File: src/rtl/cpu_controller.sv
// Sequencing FSM and instruction-field decoder for the 16-bit CPU datapath and memory interface.
// Outputs are decoded from the registered state and the current ir fields, so they are valid in the same cycle as the state.
// There is no backpressure. Every state lasts exactly one clock, and reset aborts the instruction in flight.
module cpu_controller (
  input  logic        clk,
  input  logic        reset,
  input  logic [15:0] ir,
  output logic [2:0]  readnum,
  output logic [2:0]  writenum,
  output logic        write,
  output logic [3:0]  vsel,
  output logic        loada,
  output logic        loadb,
  output logic        loadc,
  output logic        loads,
  output logic        asel,
  output logic        bsel,
  output logic [1:0]  shift,
  output logic [1:0]  ALUop,
  output logic [15:0] sximm5,
  output logic [15:0] sximm8,
  output logic        load_ir,
  output logic        load_pc,
  output logic        reset_pc,
  output logic        addr_sel,
  output logic        load_addr,
  output logic [1:0]  mem_cmd,
  output logic        halted
);

  typedef enum logic [4:0] {
    S_RST, S_IF1, S_IF2, S_UPDATE_PC, S_DECODE, S_WRITE_IMM,
    S_GET_A, S_GET_B, S_EXEC, S_WRITE_REG, S_ADDR, S_LOAD_ADDR,
    S_MEM_RD1, S_MEM_RD2, S_STR_B, S_STR_C, S_MEM_WR, S_HALT
  } state_t;

  localparam logic [1:0] MEM_NONE  = 2'b00;
  localparam logic [1:0] MEM_READ  = 2'b01;
  localparam logic [1:0] MEM_WRITE = 2'b10;

  state_t r_state;

  // Instruction fields
  logic [2:0] w_opcode;
  logic [1:0] w_op;
  logic [2:0] w_rn;
  logic [2:0] w_rd;
  logic [2:0] w_rm;
  logic       w_is_mem;
  logic       w_is_cmp;
  logic [1:0] w_shift;

  assign w_opcode = ir[15:13];
  assign w_op     = ir[12:11];
  assign w_rn     = ir[10:8];
  assign w_rd     = ir[7:5];
  assign w_rm     = ir[2:0];
  assign w_is_mem = (w_opcode == 3'b011) || (w_opcode == 3'b100);
  assign w_is_cmp = ({w_opcode, w_op} == 5'b101_01);
  // Loads and stores use ir[4:3] as immediate bits, not as a shift code.
  assign w_shift  = w_is_mem ? 2'b00 : ir[4:3];

  // The immediate extenders are always active, independent of state.
  assign sximm5 = {{11{ir[4]}}, ir[4:0]};
  assign sximm8 = {{8{ir[7]}}, ir[7:0]};

  // State register. Reset is asynchronous, so an instruction in flight is dropped immediately.
  always_ff @(posedge clk or posedge reset) begin
    if (reset) begin
      r_state <= S_RST;
    end else begin
      case (r_state)
        S_RST:       r_state <= S_IF1;
        S_IF1:       r_state <= S_IF2;
        S_IF2:       r_state <= S_UPDATE_PC;
        S_UPDATE_PC: r_state <= S_DECODE;
        S_DECODE: begin
          casez ({w_opcode, w_op})
            5'b110_10:                     r_state <= S_WRITE_IMM;
            5'b110_00:                     r_state <= S_GET_B;
            5'b101_00, 5'b101_01, 5'b101_10: r_state <= S_GET_A;
            5'b101_11:                     r_state <= S_GET_B;
            5'b011_00, 5'b100_00:          r_state <= S_GET_A;
            5'b111_??:                     r_state <= S_HALT;
            default:                       r_state <= S_IF1;
          endcase
        end
        S_WRITE_IMM: r_state <= S_IF1;
        S_GET_A:     r_state <= w_is_mem ? S_ADDR : S_GET_B;
        S_GET_B:     r_state <= S_EXEC;
        S_EXEC:      r_state <= w_is_cmp ? S_IF1 : S_WRITE_REG;
        S_WRITE_REG: r_state <= S_IF1;
        S_ADDR:      r_state <= S_LOAD_ADDR;
        S_LOAD_ADDR: r_state <= (w_opcode == 3'b011) ? S_MEM_RD1 : S_STR_B;
        S_MEM_RD1:   r_state <= S_MEM_RD2;
        S_MEM_RD2:   r_state <= S_IF1;
        S_STR_B:     r_state <= S_STR_C;
        S_STR_C:     r_state <= S_MEM_WR;
        S_MEM_WR:    r_state <= S_IF1;
        S_HALT:      r_state <= S_HALT;
        default:     r_state <= S_RST;
      endcase
    end
  end

  // Per-state control decode. Any strobe not named in a state stays low.
  always_comb begin
    readnum   = 3'd0;
    writenum  = 3'd0;
    write     = 1'b0;
    vsel      = 4'b0000;
    loada     = 1'b0;
    loadb     = 1'b0;
    loadc     = 1'b0;
    loads     = 1'b0;
    asel      = 1'b0;
    bsel      = 1'b0;
    shift     = w_shift;
    ALUop     = w_op;
    load_ir   = 1'b0;
    load_pc   = 1'b0;
    reset_pc  = 1'b0;
    addr_sel  = 1'b0;
    load_addr = 1'b0;
    mem_cmd   = MEM_NONE;
    halted    = 1'b0;
    case (r_state)
      S_RST: begin
        reset_pc = 1'b1;
        load_pc  = 1'b1;
        shift    = 2'b00;
        ALUop    = 2'b00;
      end
      S_IF1: begin
        addr_sel = 1'b1;
        mem_cmd  = MEM_READ;
      end
      S_IF2: begin
        addr_sel = 1'b1;
        mem_cmd  = MEM_READ;
        load_ir  = 1'b1;
      end
      S_UPDATE_PC: load_pc = 1'b1;
      S_WRITE_IMM: begin
        writenum = w_rn;
        vsel     = 4'b0010;
        write    = 1'b1;
      end
      S_GET_A: begin
        readnum = w_rn;
        loada   = 1'b1;
      end
      S_GET_B: begin
        readnum = w_rm;
        loadb   = 1'b1;
      end
      S_EXEC: begin
        // A MOV register reuses the adder with A forced to zero.
        asel  = (w_opcode == 3'b110);
        loads = w_is_cmp;
        loadc = !w_is_cmp;
      end
      S_WRITE_REG: begin
        writenum = w_rd;
        vsel     = 4'b0001;
        write    = 1'b1;
      end
      S_ADDR: begin
        bsel  = 1'b1;
        ALUop = 2'b00;
        loadc = 1'b1;
      end
      S_LOAD_ADDR: load_addr = 1'b1;
      S_MEM_RD1:   mem_cmd = MEM_READ;
      S_MEM_RD2: begin
        mem_cmd  = MEM_READ;
        writenum = w_rd;
        vsel     = 4'b0100;
        write    = 1'b1;
      end
      S_STR_B: begin
        readnum = w_rd;
        loadb   = 1'b1;
      end
      S_STR_C: begin
        asel  = 1'b1;
        ALUop = 2'b00;
        loadc = 1'b1;
      end
      S_MEM_WR: mem_cmd = MEM_WRITE;
      S_HALT: begin
        halted = 1'b1;
        shift  = 2'b00;
        ALUop  = 2'b00;
      end
      default: ;
    endcase
  end

endmodule

File: config.mk
export PLATFORM = sky130hd
export DESIGN_NAME = cpu_controller
export DESIGN_NICKNAME = d
export VERILOG_FILES = /design/src/rtl/cpu_controller.sv
export SDC_FILE = /design/constraint.sdc
export NUM_CORES = 1
export LEC_CHECK = 0
export CAP_MARGIN = 15
export CORE_MARGIN = 2
export CORE_UTILIZATION = 38
export DETAILED_ROUTE_END_ITERATION = 8
export PLACE_DENSITY = 0.87
export SETUP_SLACK_MARGIN = 0.1
export SKIP_CTS_REPAIR_TIMING = 1
export SYNTH_ARGS = -nofsm -noshare
export SYNTH_HDL_FRONTEND = slang
export SYNTH_SLANG_ARGS = --single-unit
export TNS_END_PERCENT = 10
File: constraint.sdc
create_clock -name clk -period 5.6 [get_ports clk]
set_input_delay 1.68 -clock clk [delete_from_list [all_inputs] [get_ports clk]]
set_output_delay 1.68 -clock clk [all_outputs]
set_load 0.01 [all_outputs]
=== Word-level counts from Yosys, hierarchy flattened ===
Index checks and enable logic that the tools add are counted.

* $mul: 0
* $lt $le $gt $ge: 0
* Equality and inequality tests: 29
* Add/subtract/negate cells: 0
* Bitwise gates (word level): 0
* Muxes and demuxes: 25
* Div/mod/pow operators: 0
* Reductions and logical operators: 15
* Shifts and indexed selects: 0

{| class="wikitable"
|+ Operator list
! operator !! number
|-
| $pmux W5 S14 || 1
|-
| $eq A5 B4 Y1 const B || 9
|-
| $eq A5 B5 Y1 const B || 9
|-
| $eq A5 B3 Y1 const B || 4
|-
| $pmux W5 S4 || 1
|-
| $pmux W3 S3 || 2
|-
| $reduce_or A2 Y1 || 7
|-
| $mux W1 || 11
|-
| $eq A5 B2 Y1 const B || 2
|-
| $reduce_or A5 Y1 || 2
|-
| $eq A3 B3 Y1 const B || 3
|-
| $mux W2 || 4
|-
| $mux W4 || 2
|-
| $reduce_or A4 Y1 || 2
|-
| $pmux W3 S2 || 1
|-
| $eq A5 B1 Y1 const B || 1
|-
| $logic_not A5 Y1 || 1
|-
| $pmux W1 S2 || 2
|-
| $pmux W2 S2 || 1
|-
| $eq A3 B2 Y1 const B || 1
|-
| $reduce_or A3 Y1 || 1
|-
| $logic_not A1 Y1 || 1
|-
| $logic_or A1 B1 Y1 || 1
|}

* Memories kept: 0
* Output and inout port bits: 61
* Word-level logic and storage cells: 70
* Bits in latches: 0
* Register bits: 5
* ROM bits: 0
* Bits of input ports: 18
* Bits in writable memories: 0

=== Longest topological paths before layout ===
* Word-level depth: 4
* Depth in mapped cells: 6

=== Worst setup path before layout ===
No wires, ideal clock.

* Path kind: in2out
* Start point: in ir[13]
* End point: out asel
* Arrival: 2.664 ns
* Slack: 1.256 ns
* Path buffers: 1
* Data required time: 3.920 ns
* Cell stages on the path: 3
* Cells stage by stage: buf_4 -> or4b_2 -> a21oi_1

* Cells in the longest elaborated chain, start to end: 2

{| class="wikitable"
|+ Ends and longest elaborated chain
! item !! line !! text
|-
| start, declared || 7 || <nowiki>input logic [15:0] ir,</nowiki>
|-
| $eq A3 B3 Y1 || 159 || <nowiki>asel = (w_opcode == 3'b110);</nowiki>
|-
| $pmux W1 S2 || 127 || <nowiki>case (r_state)</nowiki>
|-
| end, declared || 16 || <nowiki>output logic asel,</nowiki>
|}

No other way between the ends.

=== Worst setup path after layout ===
* Start point: in ir[15]
* End point: out asel

Same word-level chain as after synthesis.

==> flow_metrics.env <==
export IMPL_ys_top_cells_by_area="sky130_fd_sc_hd__buf_4 23%, sky130_fd_sc_hd__dfrtp_1 11%, sky130_fd_sc_hd__nor2_1 8.2%"
export IMPL_layout_top_registers="r_state (5)"
export IMPL_ff2ff_path_depth=4
export IMPL_drive_above_1_share_pct=5.051
export IMPL_initial_utilization_pct=39.70
export IMPL_synthToLayoutAreaGrowth_pct=47.20
export IMPL_largest_register_ff_count=5
export IMPL_static_leakage_power_nw=0.6041
export IMPL_vdd_ir_drop_max_mv=0.3136
export IMPL_antenna_cell_count=0
export IMPL_placer_s_final_routability_congestion_estimate=0.8428
export IMPL_chipHeight_um=57.68
export IMPL_final_antenna_net_count=0
export IMPL_synth_warning_count=0
export IMPL_start_kind="input pin"
export IMPL_registers_top_by_ff_count="r_state"
export IMPL_crit_type="in -> out"
export IMPL_slew_headroom_pct=58.61
export IMPL_nets=217
export IMPL_flip_flop_and_latch_count_after_synthesis=5
export IMPL_rows=19
export IMPL_busiest_layer="met2"
export IMPL_max_cap_violations=0
export IMPL_core_sq_mm=0.002758
export IMPL_totalNegativeSetupSlack_ns=0
export IMPL_max_stage_delay_ns=0.63
export IMPL_status="finished clean"
export IMPL_skew_ns=0.0009533
export IMPL_grt_max_degree=20
export IMPL_overflow=0
export IMPL_postRouteWirelength_um=2954
export IMPL_cell_repeated_most_along_the_worst_path="sky130_fd_sc_hd__clkdlybuf4s50_1"
export IMPL_overall_via_count_from_detail_route=1211
export IMPL_max_freq_mhz=186.5
export IMPL_clock_tree_buffer_depth=2
export IMPL_worst_skew_pair_latency_ns=0.24
export IMPL_rsz_0062_raised_after_global_routing="no"
export IMPL_detail_route_first_pass_iterations=4
export IMPL_synth_top_cell_area_share_pct=23.31
export IMPL_final_max_slew_violation_count=0
export IMPL_route_detailed_drc=0
export IMPL_synth_distinct_cells=41
export IMPL_seq_area_frac_synth_pct=11.43
export IMPL_drt_initial_drc_count=35
export IMPL_timing_critical_path_arrival_ns=3.68
export IMPL_design_die_area_sq_mm=0.003326
export IMPL_antenna_found_initial=0
export IMPL_first_global_vias=1033
export IMPL_worstMarginPinSlew_ns=0.6208
export IMPL_final_period_utilization_pct=95.76
export IMPL_cts_max_level=1
export IMPL_crit_end_element="output port"
export IMPL_hold_violations=0
export IMPL_syn_area_sq_mm=0.001095
export IMPL_groute_layer_met3_usage_pct=1.786
export IMPL_io_pins=79
export IMPL_min_delay_path_class="reg -> reg"
export IMPL_groute_layer_met2_usage_pct=27.27
export IMPL_cts_root_buf="sky130_fd_sc_hd__clkbuf_4"
export IMPL_synthesis_nets=180
export IMPL_min_delay_path_depth=1
export IMPL_tritoncts_num_sinks=5
export IMPL_synth_cells=162
export IMPL_cts_tree="done"
export IMPL_cts_buffers_inserted=3
export IMPL_crit_path_top_delay_cell="sky130_fd_sc_hd__or4b_2"
export IMPL_num_fill_cells=259
export IMPL_die_width_um=57.68
export IMPL_p_per_area_mw_per_mm2=346.2
export IMPL_path_cells="clkdlybuf4s50_1 -> nand2_1 -> or4b_2 -> a21oi_1 -> clkdlybuf4s50_1"
export IMPL_grt_util_met1_pct=22.75
export IMPL_finalSetupViolations=0
export IMPL_drt_wirelength_per_cell_um=12.90
export IMPL_port_buffer_count=77
export IMPL_grt_pass1_wl_um=4574
export IMPL_post_drt_via_cell_ratio=5.288
export IMPL_worst_ep_required_time_ns=3.92
export IMPL_groute_usage_overall_pct=16.85
export IMPL_design_power_total_mw=0.5579
export IMPL_clkSlewWorstSetupHoldPaths_ns=0.04
export IMPL_hpwlAfterDp_um=2300
export IMPL_cp_max_fo=7
export IMPL_post_route_min_period_ns=5.363
export IMPL_netlist_top_cell_by_area="sky130_fd_sc_hd__buf_4"
export IMPL_synth_area_per_cell_sq_um=6.758
-- layout make-up --
class	count	area (sq um)	share of cell area, %
clock buffers	4	26.28	1.630
repair buffers	77	770.7	47.83
well taps	31	38.79	2.407
flip-flops and latches	5	125.1	7.764
inverters	6	22.52	1.398
multi-input cells	106	628.1	38.98
-- cell families after synthesis --
group | after synthesis | share of synthesized area, %
flip-flops | 5 | 11.43
AO/OA/AOI/OAI | 33 | 21.83
XOR/XNOR | 2 | 1.600
buffers and inverters | 51 | 31.20
AND/OR/NAND/NOR | 70 | 33.60
other | 1 | 0.3425
-- placed cells by master (no fill, tap or decap), types with 3 or more instances in the layout --
cell type	instances
sky130_fd_sc_hd__a21oi_1	6
sky130_fd_sc_hd__inv_1	6
sky130_fd_sc_hd__nor3_1	5
sky130_fd_sc_hd__clkbuf_4	3
sky130_fd_sc_hd__nor4_1	4
sky130_fd_sc_hd__nand2_1	15
sky130_fd_sc_hd__a22oi_1	7
sky130_fd_sc_hd__clkdlybuf4s50_1	77
sky130_fd_sc_hd__dfrtp_1	5
sky130_fd_sc_hd__nand2b_1	3
sky130_fd_sc_hd__o21ai_0	5
sky130_fd_sc_hd__nor3b_1	3
sky130_fd_sc_hd__nor2_1	24
-- where the power goes --
group / total (mW) / switching [mW] / leakage, nW / internal [mW]
registers: 0.115 / 0.0653 / 0.0644 / 0.0492
logic: 0.403 / 0.186 / 0.525 / 0.216
clock network: 0.0408 / 0.0140 / 0.0150 / 0.0269
-- per-layer routing --
| metal | part of all wire (%) | wire [um] |
|---|---|---|
| met1 | 42 | 1251 |
| met2 | 51 | 1493 |
| met3 | 6.5 | 193 |
| met4 | 0.47 | 14 |
| met5 | 0 | 0 |
-- final timing paths --
check,startpoint,end,slack [ns]
worst min register to register,r_state[1],r_state[4],0.85
worst max-delay path,ir[15],asel,0.24
worst min-delay path,r_state[1],r_state[4],0.85
worst max register to register,r_state[0],r_state[0],3.58
max in group asynchronous,reset,r_state[3],3.81
min in group asynchronous,reset,r_state[1],1.63
-- synthesized netlist by cell type --
master / count
sky130_fd_sc_hd__nor3b_1: 3
sky130_fd_sc_hd__or4_1: 1
sky130_fd_sc_hd__or2_2: 2
sky130_fd_sc_hd__and2b_1: 1
sky130_fd_sc_hd__buf_4: 34
sky130_fd_sc_hd__nand2b_1: 3
sky130_fd_sc_hd__nor4_1: 4
sky130_fd_sc_hd__nor2_1: 24
sky130_fd_sc_hd__buf_6: 2
sky130_fd_sc_hd__a21boi_0: 2
sky130_fd_sc_hd__nand2_1: 15
sky130_fd_sc_hd__nor3_4: 1
sky130_fd_sc_hd__dfrtp_1: 5
sky130_fd_sc_hd__a221o_1: 2
sky130_fd_sc_hd__a22oi_1: 7
sky130_fd_sc_hd__o21ai_0: 5
sky130_fd_sc_hd__a31oi_1: 2
sky130_fd_sc_hd__o32ai_1: 1
sky130_fd_sc_hd__or3b_2: 1
sky130_fd_sc_hd__or3_1: 1
sky130_fd_sc_hd__nand4b_1: 1
sky130_fd_sc_hd__a21boi_1: 1
sky130_fd_sc_hd__clkbuf_1: 3
sky130_fd_sc_hd__o2bb2ai_1: 1
sky130_fd_sc_hd__o311a_1: 1
sky130_fd_sc_hd__nand3b_1: 2
sky130_fd_sc_hd__or4b_2: 1
sky130_fd_sc_hd__nand2b_2: 1
sky130_fd_sc_hd__inv_1: 6
sky130_fd_sc_hd__a21oi_1: 6
sky130_fd_sc_hd__conb_1: 1
sky130_fd_sc_hd__buf_2: 6
sky130_fd_sc_hd__or2b_1: 1
sky130_fd_sc_hd__o32a_1: 1
sky130_fd_sc_hd__o2bb2ai_2: 1
sky130_fd_sc_hd__a32oi_1: 1
sky130_fd_sc_hd__nor2b_1: 2
sky130_fd_sc_hd__xnor2_1: 2
sky130_fd_sc_hd__nor3_1: 5
sky130_fd_sc_hd__o31ai_1: 2
sky130_fd_sc_hd__and3b_1: 1
-- worst max-delay path: cells and delay by family --
family	cells	cell delay, ns
and+or+nand+nor	2	0.73
AOI/OAI and AO/OA	1	0.16
buffers and inverters	2	1.11
-- per-stage QoR --
stage | cells | util, % | setup WS (ns) | hold WS (ns) | area, sq um
5_1_grt | 229 | 58.44 | 0.1392 | 0.9108 | 1612
6_report | 229 | 58.44 | 0.2372 | 0.8503 | 1612
4_1_cts | 229 | 58.44 | 0.2382 | 0.8488 | 1612
3_5_place_dp | 225 | 57.49 | 0.2438 | 0.8396 | 1585
2_1_floorplan | 162 | - | 1.256 | 0.6354 | 1095
3_3_place_gp | 225 | 57.49 | 0.2590 | 0.8164 | 1585
(Power assumes the default switching activity.)
